<file path="src/rtl/input_conditioner.sv">
// input_conditioner
// -----------------
// Turns the seven raw player buttons into clean game controls:
//   raw -> polarity fix -> 2-flop synchronizer -> per-button debouncer
//       -> registered levels / press pulses, gated by i_is_gaming.
// Attack press pulses are rate-limited by a two-state cooldown FSM.
//
// Optional feature macro: INPUT_AUTOREPEAT_EN
//   When defined, holding attack re-fires o_attack every REPEAT_CYCLES
//   after the previous pulse (never faster than the cooldown allows).
//   When undefined, the repeat logic is absent and attack fires on press
//   edges only.
//
// Parameters:
//   DEBOUNCE_CYCLES  stable cycles needed to accept a change (2..2^20)
//   COOLDOWN_CYCLES  minimum attack pulse spacing (1..2^24)
//   REPEAT_CYCLES    hold-to-repeat period (autorepeat builds only)
//   RAW_ACTIVE_LOW   1: a raw bit reads 0 while pressed
//
// Ports:
//   clk             system clock
//   rst             asynchronous active-high reset
//   i_raw_btn[6:0]  raw buttons {select, defend, attack, squat, jump, left, right}
//   i_is_gaming     high while the game is in the play state
//   o_right/o_left  direction levels; both 0 when both directions are held
//   o_squat/o_defend held levels
//   o_jump/o_attack one-cycle press pulses (gameplay)
//   o_select        one-cycle press pulse, not gated by i_is_gaming
//   o_attack_state  debug: current attack FSM state (0 = IDLE, 1 = COOL)

module input_conditioner #(
  parameter int DEBOUNCE_CYCLES = 250000,
  parameter int COOLDOWN_CYCLES = 6250000,
  parameter int REPEAT_CYCLES   = 12500000,
  parameter bit RAW_ACTIVE_LOW  = 1'b1
) (
  input  logic       clk,
  input  logic       rst,
  input  logic [6:0] i_raw_btn,
  input  logic       i_is_gaming,
  output logic       o_right,
  output logic       o_left,
  output logic       o_squat,
  output logic       o_defend,
  output logic       o_jump,
  output logic       o_attack,
  output logic       o_select,
  output logic       o_attack_state
);

  // Button indices inside the internal vectors.
  localparam int B_RIGHT  = 0;
  localparam int B_LEFT   = 1;
  localparam int B_JUMP   = 2;
  localparam int B_SQUAT  = 3;
  localparam int B_ATTACK = 4;
  localparam int B_DEFEND = 5;
  localparam int B_SELECT = 6;

  localparam int DB_W = $clog2(DEBOUNCE_CYCLES);
  // A cooldown of 1 still needs a one-bit counter.
  localparam int CD_W = (COOLDOWN_CYCLES > 1) ? $clog2(COOLDOWN_CYCLES) : 1;

  // Elaboration-time parameter range checks.
  if (DEBOUNCE_CYCLES < 2 || DEBOUNCE_CYCLES > (1 << 20)) begin : g_bad_debounce
    $error("input_conditioner: DEBOUNCE_CYCLES out of range 2..2^20");
  end
  if (COOLDOWN_CYCLES < 1 || COOLDOWN_CYCLES > (1 << 24)) begin : g_bad_cooldown
    $error("input_conditioner: COOLDOWN_CYCLES out of range 1..2^24");
  end
  if (REPEAT_CYCLES < 1) begin : g_bad_repeat
    $error("input_conditioner: REPEAT_CYCLES must be at least 1");
  end

  // ---------------------------------------------------------------------------
  // Polarity normalisation and synchronizer (internally 1 = pressed)
  // ---------------------------------------------------------------------------
  logic [6:0] raw_pressed;
  logic [6:0] sync1;
  logic [6:0] sync2;

  assign raw_pressed = i_raw_btn ^ {7{RAW_ACTIVE_LOW}};

  always_ff @(posedge clk or posedge rst) begin
    if (rst) begin
      sync1 <= '0;
      sync2 <= '0;
    end else begin
      sync1 <= raw_pressed;
      sync2 <= sync1;
    end
  end

  // ---------------------------------------------------------------------------
  // Debouncers: a change is accepted only after DEBOUNCE_CYCLES consecutive
  // cycles of disagreement between sync2 and the accepted value.
  // ---------------------------------------------------------------------------
  logic [6:0] stable;

  for (genvar b = 0; b < 7; b++) begin : g_db
    logic [DB_W-1:0] cnt;
    logic            stb;

    always_ff @(posedge clk or posedge rst) begin
      if (rst) begin
        cnt <= '0;
        stb <= 1'b0;
      end else if (sync2[b] == stb) begin
        cnt <= '0;
      end else if (cnt == DB_W'(DEBOUNCE_CYCLES - 1)) begin
        // The increment would reach DEBOUNCE_CYCLES: accept and restart.
        stb <= sync2[b];
        cnt <= '0;
      end else begin
        cnt <= cnt + DB_W'(1);
      end
    end

    assign stable[b] = stb;
  end

  // ---------------------------------------------------------------------------
  // Press edges for the pulse-type buttons
  // ---------------------------------------------------------------------------
  logic [2:0] pulse_prev;   // {select, attack, jump} accepted value last cycle
  logic       rise_jump;
  logic       rise_attack;
  logic       rise_select;

  always_ff @(posedge clk or posedge rst) begin
    if (rst) begin
      pulse_prev <= '0;
    end else begin
      pulse_prev <= {stable[B_SELECT], stable[B_ATTACK], stable[B_JUMP]};
    end
  end

  assign rise_jump   = stable[B_JUMP]   & ~pulse_prev[0];
  assign rise_attack = stable[B_ATTACK] & ~pulse_prev[1];
  assign rise_select = stable[B_SELECT] & ~pulse_prev[2];

  // ---------------------------------------------------------------------------
  // Optional hold-to-repeat for attack
  // ---------------------------------------------------------------------------
  logic attack_fire;
  logic rpt_due;

`ifdef INPUT_AUTOREPEAT_EN
  localparam int RP_W = (REPEAT_CYCLES > 1) ? $clog2(REPEAT_CYCLES) : 1;
  logic [RP_W-1:0] rpt_cnt;

  // rpt_cnt counts cycles since the last pulse while attack stays held in
  // play, saturating at REPEAT_CYCLES-1; the FSM fires once it is idle.
  assign rpt_due = stable[B_ATTACK] & (rpt_cnt == RP_W'(REPEAT_CYCLES - 1));

  always_ff @(posedge clk or posedge rst) begin
    if (rst) begin
      rpt_cnt <= '0;
    end else if (attack_fire || !(stable[B_ATTACK] && i_is_gaming)) begin
      rpt_cnt <= '0;
    end else if (rpt_cnt != RP_W'(REPEAT_CYCLES - 1)) begin
      rpt_cnt <= rpt_cnt + RP_W'(1);
    end
  end
`else
  assign rpt_due = 1'b0;
`endif

  // ---------------------------------------------------------------------------
  // Attack cooldown FSM
  // ---------------------------------------------------------------------------
  typedef enum logic {
    A_IDLE = 1'b0,
    A_COOL = 1'b1
  } attack_state_t;

  attack_state_t   state;
  attack_state_t   state_nxt;
  logic [CD_W-1:0] cd_cnt;
  logic [CD_W-1:0] cd_nxt;

  always_ff @(posedge clk or posedge rst) begin
    if (rst) begin
      state  <= A_IDLE;
      cd_cnt <= '0;
    end else begin
      state  <= state_nxt;
      cd_cnt <= cd_nxt;
    end
  end

  always_comb begin
    state_nxt   = state;
    cd_nxt      = cd_cnt;
    attack_fire = 1'b0;
    if (!i_is_gaming) begin
      // Leaving play abandons any cooldown in progress.
      state_nxt = A_IDLE;
      cd_nxt    = '0;
    end else begin
      case (state)
        A_IDLE: begin
          if (rise_attack || rpt_due) begin
            attack_fire = 1'b1;
            state_nxt   = A_COOL;
            cd_nxt      = CD_W'(COOLDOWN_CYCLES - 1);
          end
        end
        A_COOL: begin
          // Press edges seen here are dropped, not queued.
          if (cd_cnt == '0) begin
            state_nxt = A_IDLE;
          end else begin
            cd_nxt = cd_cnt - CD_W'(1);
          end
        end
        default: begin
          state_nxt = A_IDLE;
          cd_nxt    = '0;
        end
      endcase
    end
  end

  assign o_attack_state = (state == A_COOL);

  // ---------------------------------------------------------------------------
  // Output registers
  // ---------------------------------------------------------------------------
  always_ff @(posedge clk or posedge rst) begin
    if (rst) begin
      o_right  <= 1'b0;
      o_left   <= 1'b0;
      o_squat  <= 1'b0;
      o_defend <= 1'b0;
      o_jump   <= 1'b0;
      o_attack <= 1'b0;
      o_select <= 1'b0;
    end else begin
      o_right  <= stable[B_RIGHT] & ~stable[B_LEFT] & i_is_gaming;
      o_left   <= stable[B_LEFT] & ~stable[B_RIGHT] & i_is_gaming;
      o_squat  <= stable[B_SQUAT] & i_is_gaming;
      o_defend <= stable[B_DEFEND] & i_is_gaming;
      o_jump   <= rise_jump & i_is_gaming;
      o_attack <= attack_fire;
      o_select <= rise_select;
    end
  end

endmodule

</file>
<file path="config.mk">
export PLATFORM = sky130hd
export DESIGN_NAME = input_conditioner
export DESIGN_NICKNAME = d
export VERILOG_FILES = /design/src/rtl/input_conditioner.sv
export SDC_FILE = /design/constraint.sdc
export NUM_CORES = 1
export LEC_CHECK = 0
export CORE_ASPECT_RATIO = 0.5
export CORE_MARGIN = 2
export CORE_UTILIZATION = 30
export CTS_CLUSTER_DIAMETER = 150
export DETAILED_ROUTE_END_ITERATION = 6
export SLEW_MARGIN = 5
export SYNTH_ARGS = -nofsm -noshare
export SYNTH_HDL_FRONTEND = slang
export SYNTH_SLANG_ARGS = --single-unit
</file>
<file path="constraint.sdc">
create_clock -name clk -period 17.79 [get_ports clk]
set_clock_uncertainty 0.1 [all_clocks]
set_input_delay 3.558 -clock clk [delete_from_list [all_inputs] [get_ports clk]]
set_output_delay 3.558 -clock clk [all_outputs]
set_load 0.03 [all_outputs]
</file>
* After elaboration in Yosys (flattened, before gate mapping)
Cells that the tools add are included.
Cells by class: equal/unequal tests 16, add/subtract/negate cells 8, reduce and logical (&&, ||, !) cells 9, bitwise operators 24, muxes and demuxes 24
Operators by type and width (number):
- 18-bit 2-to-1 mux | 14
- 18-bit by 1-bit adder with 18-bit output (second input constant) | 7
- 18-bit equality test (second input constant) | 7
- 23-bit 2-to-1 mux | 3
- 23-bit case mux with 2 select lines | 1
- 23-bit zero test | 1
- 23-bit by 1-bit subtractor with 23-bit output (second input constant) | 1
- 2-bit AND reduction | 8
- 1-bit inverter | 13
- 1-bit AND | 10
- 1-bit equality test | 7
- 7-bit inverter | 1
- 3-bit inequality test (second input constant) | 2
- 1-bit 2-to-1 mux | 5
- 1-bit case mux with 2 select lines | 1
Word-level totals: output and inout bits 8, bits in registers 181, bits of input ports 10, logic and storage cells 107

* Longest topological paths before layout
Gate-level depths: netlist of the first run.
depth in word-level cells 5, mapped depth 8, gate-level depth less buffers 7

* Least setup slack after synthesis of the first run
No wires, ideal clock.
kind in2reg, from input port i_is_gaming, to register cd_cnt[22], setup time 0.082 ns, path slack 13.300 ns, buffers on the path 2, data required time 17.608 ns, stages on the path 4, arrival time 4.308 ns, cell sequence clkbuf_1 clkbuf_1 o21ai_0 a31oi_1
On the way: cells in the longest elaborated chain, start to end 2, elaborated cells on any way between the ends 4, those cells by class 2 x eq/ne; 1 x mux; 1 x reduce/logical
Ends and longest elaborated chain:
- start, declared | line 40 | input logic i_is_gaming,
- 3-bit inequality test (no source line)
- 2-bit AND reduction (no source line)
- end signal, assigned | line 188 | cd_cnt <= cd_nxt;
- end, declared | line 179 | logic [CD_W-1:0] cd_cnt;
Parallel ways exist; a longest one is shown, timed or not. A chain may end at the register's enable or synchronous reset.

* Worst setup path in the final report of the first run
from register state, in the netlist o_attack_state, to output port o_attack_state
RTL lines:
- start, declared | line 177 | attack_state_t state;
- start signal, assigned | line 187 | state <= state_nxt;
- end, declared | line 48 | output logic o_attack_state
No word-level cell between the ends.

==> results of run 1 <==
## cell usage in the layout (no fill, tap or decap), types with 6 or more instances in the layout
| master | n |
|---|---|
| nand3b_1 | 7 |
| nor4b_1 | 6 |
| nand3_1 | 55 |
| dfrtp_1 | 181 |
| and4_1 | 15 |
| nor2_1 | 167 |
| mux2_2 | 7 |
| ha_1 | 8 |
| inv_1 | 26 |
| o21ai_0 | 13 |
| clkbuf_16 | 17 |
| xnor2_1 | 61 |
| nor4_1 | 22 |
| nand4_1 | 23 |
| clkdlybuf4s50_1 | 17 |
| a21oi_1 | 7 |
| and3_1 | 10 |
| nor3_1 | 18 |
| nand2_1 | 46 |
| xor2_1 | 61 |
## sequential cells by signal, indices dropped and copies added, names as in the netlist
register,flops
o_attack,1
o_right,1
sync2,7
o_left,1
o_jump,1
sync1,7
pulse_prev,3
g_db.stb,7
o_defend,1
g_db.cnt,126
o_attack_state,1
o_select,1
cd_cnt,23
o_squat,1
## power by group through the flow
| stage | Combinational (W) | Sequential [W] | Clock, W |
|---|---|---|---|
| 3_3_place_gp | 0.0000291 | 0.000429 | 0 |
| 3_5_place_dp | 0.0000297 | 0.000430 | 0 |
| 5_1_grt | 0.0000337 | 0.000423 | 0.000403 |
| 4_1_cts | 0.0000298 | 0.000422 | 0.000385 |
| 6_report | 0.0000289 | 0.000422 | 0.000375 |
| 2_1_floorplan | 0.0000217 | 0.000429 | 0 |
## per-layer routing
| layer | wire (um) | vias up |
|---|---|---|
| li1 | - | 2865 |
| met1 | 7540 | 2854 |
| met2 | 7370 | 55 |
| met3 | 325 | 14 |
| met4 | 195 | 0 |
| met5 | 0 | - |
## metrics by stage
stage | area [um2] | instances | utilization
2_1_floorplan | 8370 | 827 | -
3_3_place_gp | 8960 | 1207 | 0.324
3_5_place_dp | 8960 | 1207 | 0.324
4_1_cts | 9540 | 1239 | 0.346
5_1_grt | 9540 | 1239 | 0.346
6_report | 9540 | 1239 | 0.346
## cells by family (layout without fill, tap and decap cells)
logic type,count (synthesis),in the layout,share of synthesized area
AND/OR/NAND/NOR,408,408,0.242
flip-flops,181,181,0.541
XOR/XNOR,122,122,0.128
AO/OA/AOI/OAI,53,53,0.0457
buffers and inverters,48,78,0.0224
adder cells (fa/ha/maj),8,8,0.0120
multiplexers,7,7,0.00941
## worst reg2reg max path, cell delays in order, from the launching register on
cell     delay [ns]
dfrtp_1        0.46
nor4_1         0.57
nand4_1        0.39
o21a_1         0.46
nor3_2         0.51
a211o_1        0.20
## area by class of cell
class / instances / area [um2] / area share
Sequential cell: 181 / 4530 / 0.475
Multi-Input combinational cell: 598 / 3660 / 0.383
Tap cell: 382 / 478 / 0.0501
Clock buffer: 21 / 460 / 0.0482
Timing Repair Buffer: 19 / 185 / 0.0194
Clock inverter: 11 / 126 / 0.0132
Inverter: 27 / 106 / 0.0111
## how the worst min path moves through the flow
stage	start	end	slack [ns]	cells past startpoint
floorplan	sync1[0]	sync2[0]	0.23	0
global placement	sync1[0]	sync2[0]	0.24	0
CTS	sync1[0]	sync2[0]	0.25	0
global route	sync1[5]	sync2[5]	0.27	0
finish	sync1[0]	sync2[0]	0.25	0
detailed placement	sync1[0]	sync2[0]	0.24	0
==> flow_summary.yaml, run 1 <==
grt:
  gr-total-overflow: 0
  grt_max_degree: 97
  grt_antenna_before_repair: 0
  grt_util_met2: 0.187
  grt_pass1_vias: 5732
  grt-busiest-layer: "met2"
  grt_use_met1: 0.147
  grt_pass1_wl_um: 27100
  grt_use_total: 0.113
  met3_usage: 0.0238
detailed_routing:
  drt-vias-per-instance: 4.67
  drcViolationCount: 0
  drt_pre_antenna_iters: 5
  vias: 5788
  ant_nets: 0
  routed_wl_um: 15400
  drt_iter0_markers: 386
  avgRoutedWirePerCell_um: 12.5
power:
  power.total_w: 0.000826
  peakVddDrop_v: 0.0000678
  p_seq_frac: 0.511
  p_leak_nw: 4.15
  p_sw_w: 0.000185
  power.density_mw_per_mm2: 86.5
  switching_share: 0.224
  clockPowerShare: 0.454
  p_comb_frac: 0.035
  p_int_w: 0.000641
logic_synthesis:
  yosysSeqAreaShare: 0.541
  netlist_top_cells_count: "dfrtp_1 (181), nor2_1 (167), xnor2_1 (61), xor2_1 (61), nand3_1 (55)"
  synth-warning-count: 0
  synth_top_flop_cell: "dfrtp_1"
  netlist_area_mm2: 0.00837
  yosys.area.top_type: "dfrtp_1"
  synth_edf_count: 0
  synth_top_area_frac: 0.541
  synth_seq_cells: 181
  syn_nets: 845
  synthCells: 827
  synth.top_cells.by_area: "dfrtp_1 (54%), nor2_1 (7.5%), xnor2_1 (6.4%), xor2_1 (6.4%), nand3_1 (3.3%)"
  synthArstFlopShare: 1.00
  syn_avg_cell_area_um2: 10.1
  yosys.cell_types.count: 57
  synth_most_common_cell: "dfrtp_1"
floorplan:
  core_mm2: 0.0276
  num_io_pins: 18
  die_h_um: 122
  rows: 43
  initial_utilization: 0.303
  fp.dieW_um: 240
  die-area_mm2: 0.0293
setup_path:
  end_kind: "output port"
  critPathSlowestCell: "clkdlybuf4s50_1"
  critical-path-top-delay-family: "buffers and inverters"
  crit_chain: "clkdlybuf4s50_1"
  reg2reg_from: "cd_cnt[11]"
  cp_num_cells: 1
  cp_max_fo: 17
  required_ns: 14.13
  slowest_delay_ns: 0.81
  reg2reg_setup_slack_ns: 15.03
  crit_start: "o_attack_state"
  path_class: "flip-flop to output port"
  cp-start-kind: "flip-flop"
  cp.arrival_ns: 1.93
  critPathCapture: "o_attack_state"
  rr_worst_depth: 5
  r2r_end: "cd_cnt[15]"
  critPathBufInv: 1
clock_tree:
  clkLatencyLatePin_ns: 0.43
  holdBufCountCts: 0
  post_cts_resized: 0
  clkTransAtPathRegs_ns: 0.07
  cts_buffer_depth: 2
  h-tree-depth: 4
  cts-root-buf: "clkbuf_16"
  cts_tree: "done"
  clock-sinks: 181
  post_cts_buffers: 0
  numCtsBuffers: 17
placed_design:
  gp_congestion: 0.810
  io_buffers: 17
  dp_hpwl_um: 10100
  pre_cts_ws_ns: 11.82
timing:
  setup_ws_ns: 12.21
  whs_ns: 0.251
  hold_violations: 0
  slew_headroom: 0.175
  drv_slew: 0
  timing.fmax_ghz: 0.179
  worst_pin_slew_ns: 1.23
  period_share: 0.314
  finalSetupViolations: 0
  fin_tns_setup_ns: 0
  period_needed_ns: 5.58
  rsz0062_at_grt: "no"
layout:
  diodes: 0
  fill_cells: 2747
  drive_gt1_frac: 0.0630
  fin_nets: 862
  syn_to_final_growth_pct: 14.0
status:
  run_status: "complete, no violations"
worst_hold_path:
  min_path_type: "flip-flop to flip-flop"
run:
  maxCapViolations: 0
Power figures use the tool's default switching activity.
==> inputs of run 2 (changes only) <==
==> constraint.sdc (replaced) <==
create_clock -name clk -period 5.2 [get_ports clk]
set_clock_uncertainty 0.1 [all_clocks]
set_input_delay 1.04 -clock clk [delete_from_list [all_inputs] [get_ports clk]]
set_output_delay 1.04 -clock clk [all_outputs]
set_load 0.03 [all_outputs]
==> run 2 against run 1 <==
  * Worst setup slack got worse by 10 ns
  * Largest power group unchanged
  * Die area stayed put
  * Critical path type unchanged
  * Worst hold slack improved by 0.0016 ns
  * Global-route usage is 0.061 points higher
  * Total power rose to 3.4 times the previous value
  * Final area is 0.13% higher
  * Critical path depth did not move
  * Combinational power rose to 3.5 times the previous value
  * Core utilization barely moved
  * Via count down 0.24%
==> flow_summary.yaml, run 2 (synthesis results as in run 1) <==
grt:
  grt_use_total: 0.114
  grt_max_degree: 170
  grt_antenna_before_repair: 0
  gr-total-overflow: 0
  grt_pass1_wl_um: 27200
  grt_pass1_vias: 5811
setup_path:
  cp_max_fo: 17
  path_class: "flip-flop to output port"
  critPathSlowestCell: "clkdlybuf4s50_1"
  cp-start-kind: "flip-flop"
  crit_chain: "clkdlybuf4s50_1"
  critical-path-top-delay-family: "buffers and inverters"
  end_kind: "output port"
  slowest_delay_ns: 0.81
  required_ns: 4.06
  cp.arrival_ns: 1.96
  critPathBufInv: 1
timing:
  timing.fmax_ghz: 0.322
  period_needed_ns: 3.10
  hold_violations: 0
  rsz0062_at_grt: "no"
  whs_ns: 0.252
  worst_pin_slew_ns: 1.19
  drv_slew: 0
  finalSetupViolations: 0
  period_share: 0.597
  slew_headroom: 0.200
  fin_tns_setup_ns: 0
worst_hold_path:
  min_path_type: "flip-flop to flip-flop"
detailed_routing:
  routed_wl_um: 15500
  drcViolationCount: 0
  drt_iter0_markers: 273
  drt_pre_antenna_iters: 5
  ant_nets: 0
  drt-vias-per-instance: 4.66
  vias: 5774
  avgRoutedWirePerCell_um: 12.5
power:
  p_seq_frac: 0.512
  switching_share: 0.241
  peakVddDrop_v: 0.000144
  power.total_w: 0.00282
  power.density_mw_per_mm2: 295
  p_comb_frac: 0.035
  p_leak_nw: 4.15
  p_sw_w: 0.000680
  clockPowerShare: 0.453
  p_int_w: 0.00214
layout:
  diodes: 0
  top_register: "g_db.cnt"
  final_common_cell: "dfrtp_1"
  syn_to_final_growth_pct: 14.1
  fill_cells: 2725
  largest_register_ffs: 126
  top_regs: "g_db.cnt x126, cd_cnt x23"
  fin_nets: 862
  final_cell_mix: "dfrtp_1 (181), nor2_1 (167), xor2_1 (61), xnor2_1 (61), nand3_1 (55)"
  drive_gt1_frac: 0.0653
clock_tree:
  clock-sinks: 181
  clkTransAtPathRegs_ns: 0.07
  post_cts_resized: 0
  cts_buffer_depth: 2
  h-tree-depth: 4
  holdBufCountCts: 0
  cts-root-buf: "clkbuf_16"
  clkLatencyLatePin_ns: 0.43
  cts_tree: "done"
  post_cts_buffers: 0
  numCtsBuffers: 17
floorplan:
  rows: 43
  core_mm2: 0.0276
  die-area_mm2: 0.0293
  fp.dieW_um: 240
  die_h_um: 122
  initial_utilization: 0.303
  num_io_pins: 18
status:
  run_status: "complete, no violations"
placed_design:
  dp_hpwl_um: 10100
  io_buffers: 17
  gp_congestion: 0.815
run:
  maxCapViolations: 0
## run 2: power groups by stage
| stage | registers (W) | logic, W | clock network [W] |
|---|---|---|---|
| global route | 0.00145 | 0.000116 | 0.00138 |
| detailed placement | 0.00147 | 0.000103 | 0 |
| global placement | 0.00147 | 0.0000999 | 0 |
| finish | 0.00144 | 0.0000998 | 0.00128 |
| floorplan | 0.00147 | 0.0000746 | 0 |
| CTS | 0.00144 | 0.000104 | 0.00132 |
## run 2: cell type report
cell class / instances / area [um2] / share of cell area
Sequential cell: 181 / 4530 / 0.474
Multi-Input combinational cell: 598 / 3660 / 0.383
Tap cell: 382 / 478 / 0.0500
Clock buffer: 17 / 425 / 0.0445
Timing Repair Buffer: 19 / 198 / 0.0207
Clock inverter: 15 / 163 / 0.0170
Inverter: 27 / 105 / 0.0110
## run 2: worst paths after layout
| check | from | endpoint | slack (ns) | depth (start not counted) |
|---|---|---|---|---|
| min in group asynchronous | rst | sync1[6] | 0.83 | 2 |
| setup reg to reg | cd_cnt[10] | cd_cnt[15] | 2.43 | 5 |
| hold / removal | sync1[5] | sync2[5] | 0.25 | 0 |
| hold reg to reg | sync1[5] | sync2[5] | 0.25 | 0 |
| max in group asynchronous | rst | g_db[4].cnt[5] | 3.01 | 3 |
| setup / recovery | o_attack_state | o_attack_state | 2.10 | 1 |
## run 2: layer usage
metal | wire [um] | global-route usage
met1 | 7700 | 0.151
met2 | 7200 | 0.185
met3 | 404 | 0.0256
met4 | 172 | 0.0369
met5 | 0 | 0
## run 2: per-stage QoR
step                worst slack [ns]   util  instances  instance area, um2
floorplan                       1.74      -        827                8380
global placement                1.97  0.325       1207                8970
detailed placement              1.87  0.325       1207                8970
CTS                             2.06  0.346       1239                9560
global route                    1.99  0.346       1239                9560
finish                          2.10  0.346       1239                9560
==> inputs of run 3 (changes only) <==
==> constraint.sdc (replaced) <==
create_clock -name clk -period 2.9 [get_ports clk]
set_clock_uncertainty 0.1 [all_clocks]
set_input_delay 0.58 -clock clk [delete_from_list [all_inputs] [get_ports clk]]
set_output_delay 0.58 -clock clk [all_outputs]
set_load 0.03 [all_outputs]
==> run 3 against run 2 <==
  * Worst setup slack lost 1.8 ns
  * Core utilization rose by 0.21 points
  * Final area is 0.62% higher
  * Sequential power is 80% higher
==> flow_summary.yaml, run 3 (synthesis results as in run 1) <==
power:
  switching_share: 0.231
  p_seq_frac: 0.517
  power.density_mw_per_mm2: 520
  peakVddDrop_v: 0.000405
  power.total_w: 0.00500
  p_sw_w: 0.00116
  p_int_w: 0.00385
  clockPowerShare: 0.444
  p_leak_nw: 4.18
  p_comb_frac: 0.038
clock_tree:
  cts-root-buf: "clkbuf_16"
  cts_buffer_depth: 2
  clock-sinks: 181
  clkTransAtPathRegs_ns: 0.07
  post_cts_buffers: 0
  clkLatencyLatePin_ns: 0.43
  cts_tree: "done"
  h-tree-depth: 4
  post_cts_resized: 0
  holdBufCountCts: 0
  numCtsBuffers: 17
setup_path:
  path_class: "flip-flop to flip-flop"
  cp.arrival_ns: 2.91
  end_kind: "flip-flop"
  reg2reg_from: "cd_cnt[18]"
  cp-start-kind: "flip-flop"
  crit_start: "cd_cnt[18]"
  required_ns: 3.16
  cp_max_fo: 12
layout:
  fin_nets: 871
  fin_util: 0.348
  fill_cells: 2721
  diodes: 0
  drive_gt1_frac: 0.0727
  largest_register_ffs: 126
  syn_to_final_growth_pct: 14.8
  top_regs: "g_db.cnt x126, cd_cnt x23"
  final_common_cell: "dfrtp_1"
  final_cell_mix: "dfrtp_1 (181), nor2_1 (167), xor2_1 (61), xnor2_1 (61), nand3_1 (55)"
  final_cells: 1248
  top_register: "g_db.cnt"
timing:
  slew_headroom: 0.489
  finalSetupViolations: 0
  period_share: 0.912
  worst_pin_slew_ns: 0.760
  timing.fmax_ghz: 0.378
  whs_ns: 0.249
  drv_slew: 0
  rsz0062_at_grt: "no"
  hold_violations: 0
  period_needed_ns: 2.64
  fin_tns_setup_ns: 0
floorplan:
  num_io_pins: 18
  initial_utilization: 0.303
  die-area_mm2: 0.0293
  rows: 43
  die_h_um: 122
  core_mm2: 0.0276
  fp.dieW_um: 240
detailed_routing:
  drt_iter0_markers: 330
  vias: 5811
  avgRoutedWirePerCell_um: 12.5
  drt_pre_antenna_iters: 4
  drt-vias-per-instance: 4.66
  routed_wl_um: 15600
  drcViolationCount: 0
  ant_nets: 0
grt:
  grt_pass1_wl_um: 27200
  grt_pass1_vias: 5696
  grt_antenna_before_repair: 0
  gr-total-overflow: 0
  grt_use_total: 0.114
  grt_max_degree: 57
worst_hold_path:
  hp-start: "sync1[2]"
  min_path_type: "flip-flop to flip-flop"
placed_design:
  gp_congestion: 0.800
  dp_hpwl_um: 10700
  io_buffers: 17
  place_inst: 1216
status:
  run_status: "complete, no violations"
run:
  maxCapViolations: 0
==> run 3: cell types whose count changed in the layout (fill, tap and decap cells not counted) <==
cell / change
buf_4: +8
clkinv_4: -3
clkinvlp_4: +3
clkbuf_1: +2
inv_8: -2
buf_12: +1
clkbuf_8: +1
clkinv_8: -1
==> run 3: final cells by class <==
type | count | area (um2) | area share
flip-flops and latches | 181 | 4530 | 0.471
multi-input cells | 598 | 3660 | 0.380
clock inverters | 12 | 120 | 0.0125
clock buffers | 20 | 447 | 0.0465
inverters | 27 | 105 | 0.0109
well taps | 382 | 478 | 0.0497
repair buffers | 28 | 278 | 0.0289
==> run 3: worst paths after layout <==
kind	endpoint	slack [ns]	cells past startpoint
setup / recovery	cd_cnt[15]	0.26	5
hold / removal	sync2[2]	0.25	0
setup reg to reg	cd_cnt[15]	0.26	5
hold reg to reg	sync2[2]	0.25	0
max in group asynchronous	cd_cnt[5]	1.42	3
min in group asynchronous	g_db[6].cnt[13]	0.47	2
==> run 3: layer usage <==
metal	part of all wire	vias up	wire length [um]	global-route usage
met5	0	-	0	0
met4	0.014	0	216	0.0427
met3	0.022	16	345	0.0242
met2	0.47	51	7420	0.186
met1	0.49	2866	7660	0.151
li1	-	2878	-	-
==> run 3: worst max-delay path: stages, from the launching register on <==
cell,delay [ns]
dfrtp_1,0.43
or4_1,0.55
or3_4,0.42
o21a_1,0.36
nor3_2,0.51
a211o_1,0.21
==> run 3: through the flow <==
stage | instance area (um2) | setup WS (ns)
3_5_place_dp | 9050 | 0.267
5_1_grt | 9610 | 0.129
2_1_floorplan | 8380 | -0.103
6_report | 9610 | 0.256
3_3_place_gp | 9050 | 0.311
4_1_cts | 9610 | 0.255
==> run 3: power by group through the flow <==
| stage | Combinational (W) | Clock (W) | Sequential, W |
|---|---|---|---|
| finish | 0.000191 | 0.00222 | 0.00259 |
| detailed placement | 0.000198 | 0 | 0.00264 |
| global placement | 0.000193 | 0 | 0.00263 |
| floorplan | 0.000134 | 0 | 0.00263 |
| CTS | 0.000199 | 0.00229 | 0.00259 |
| global route | 0.000224 | 0.00239 | 0.00259 |
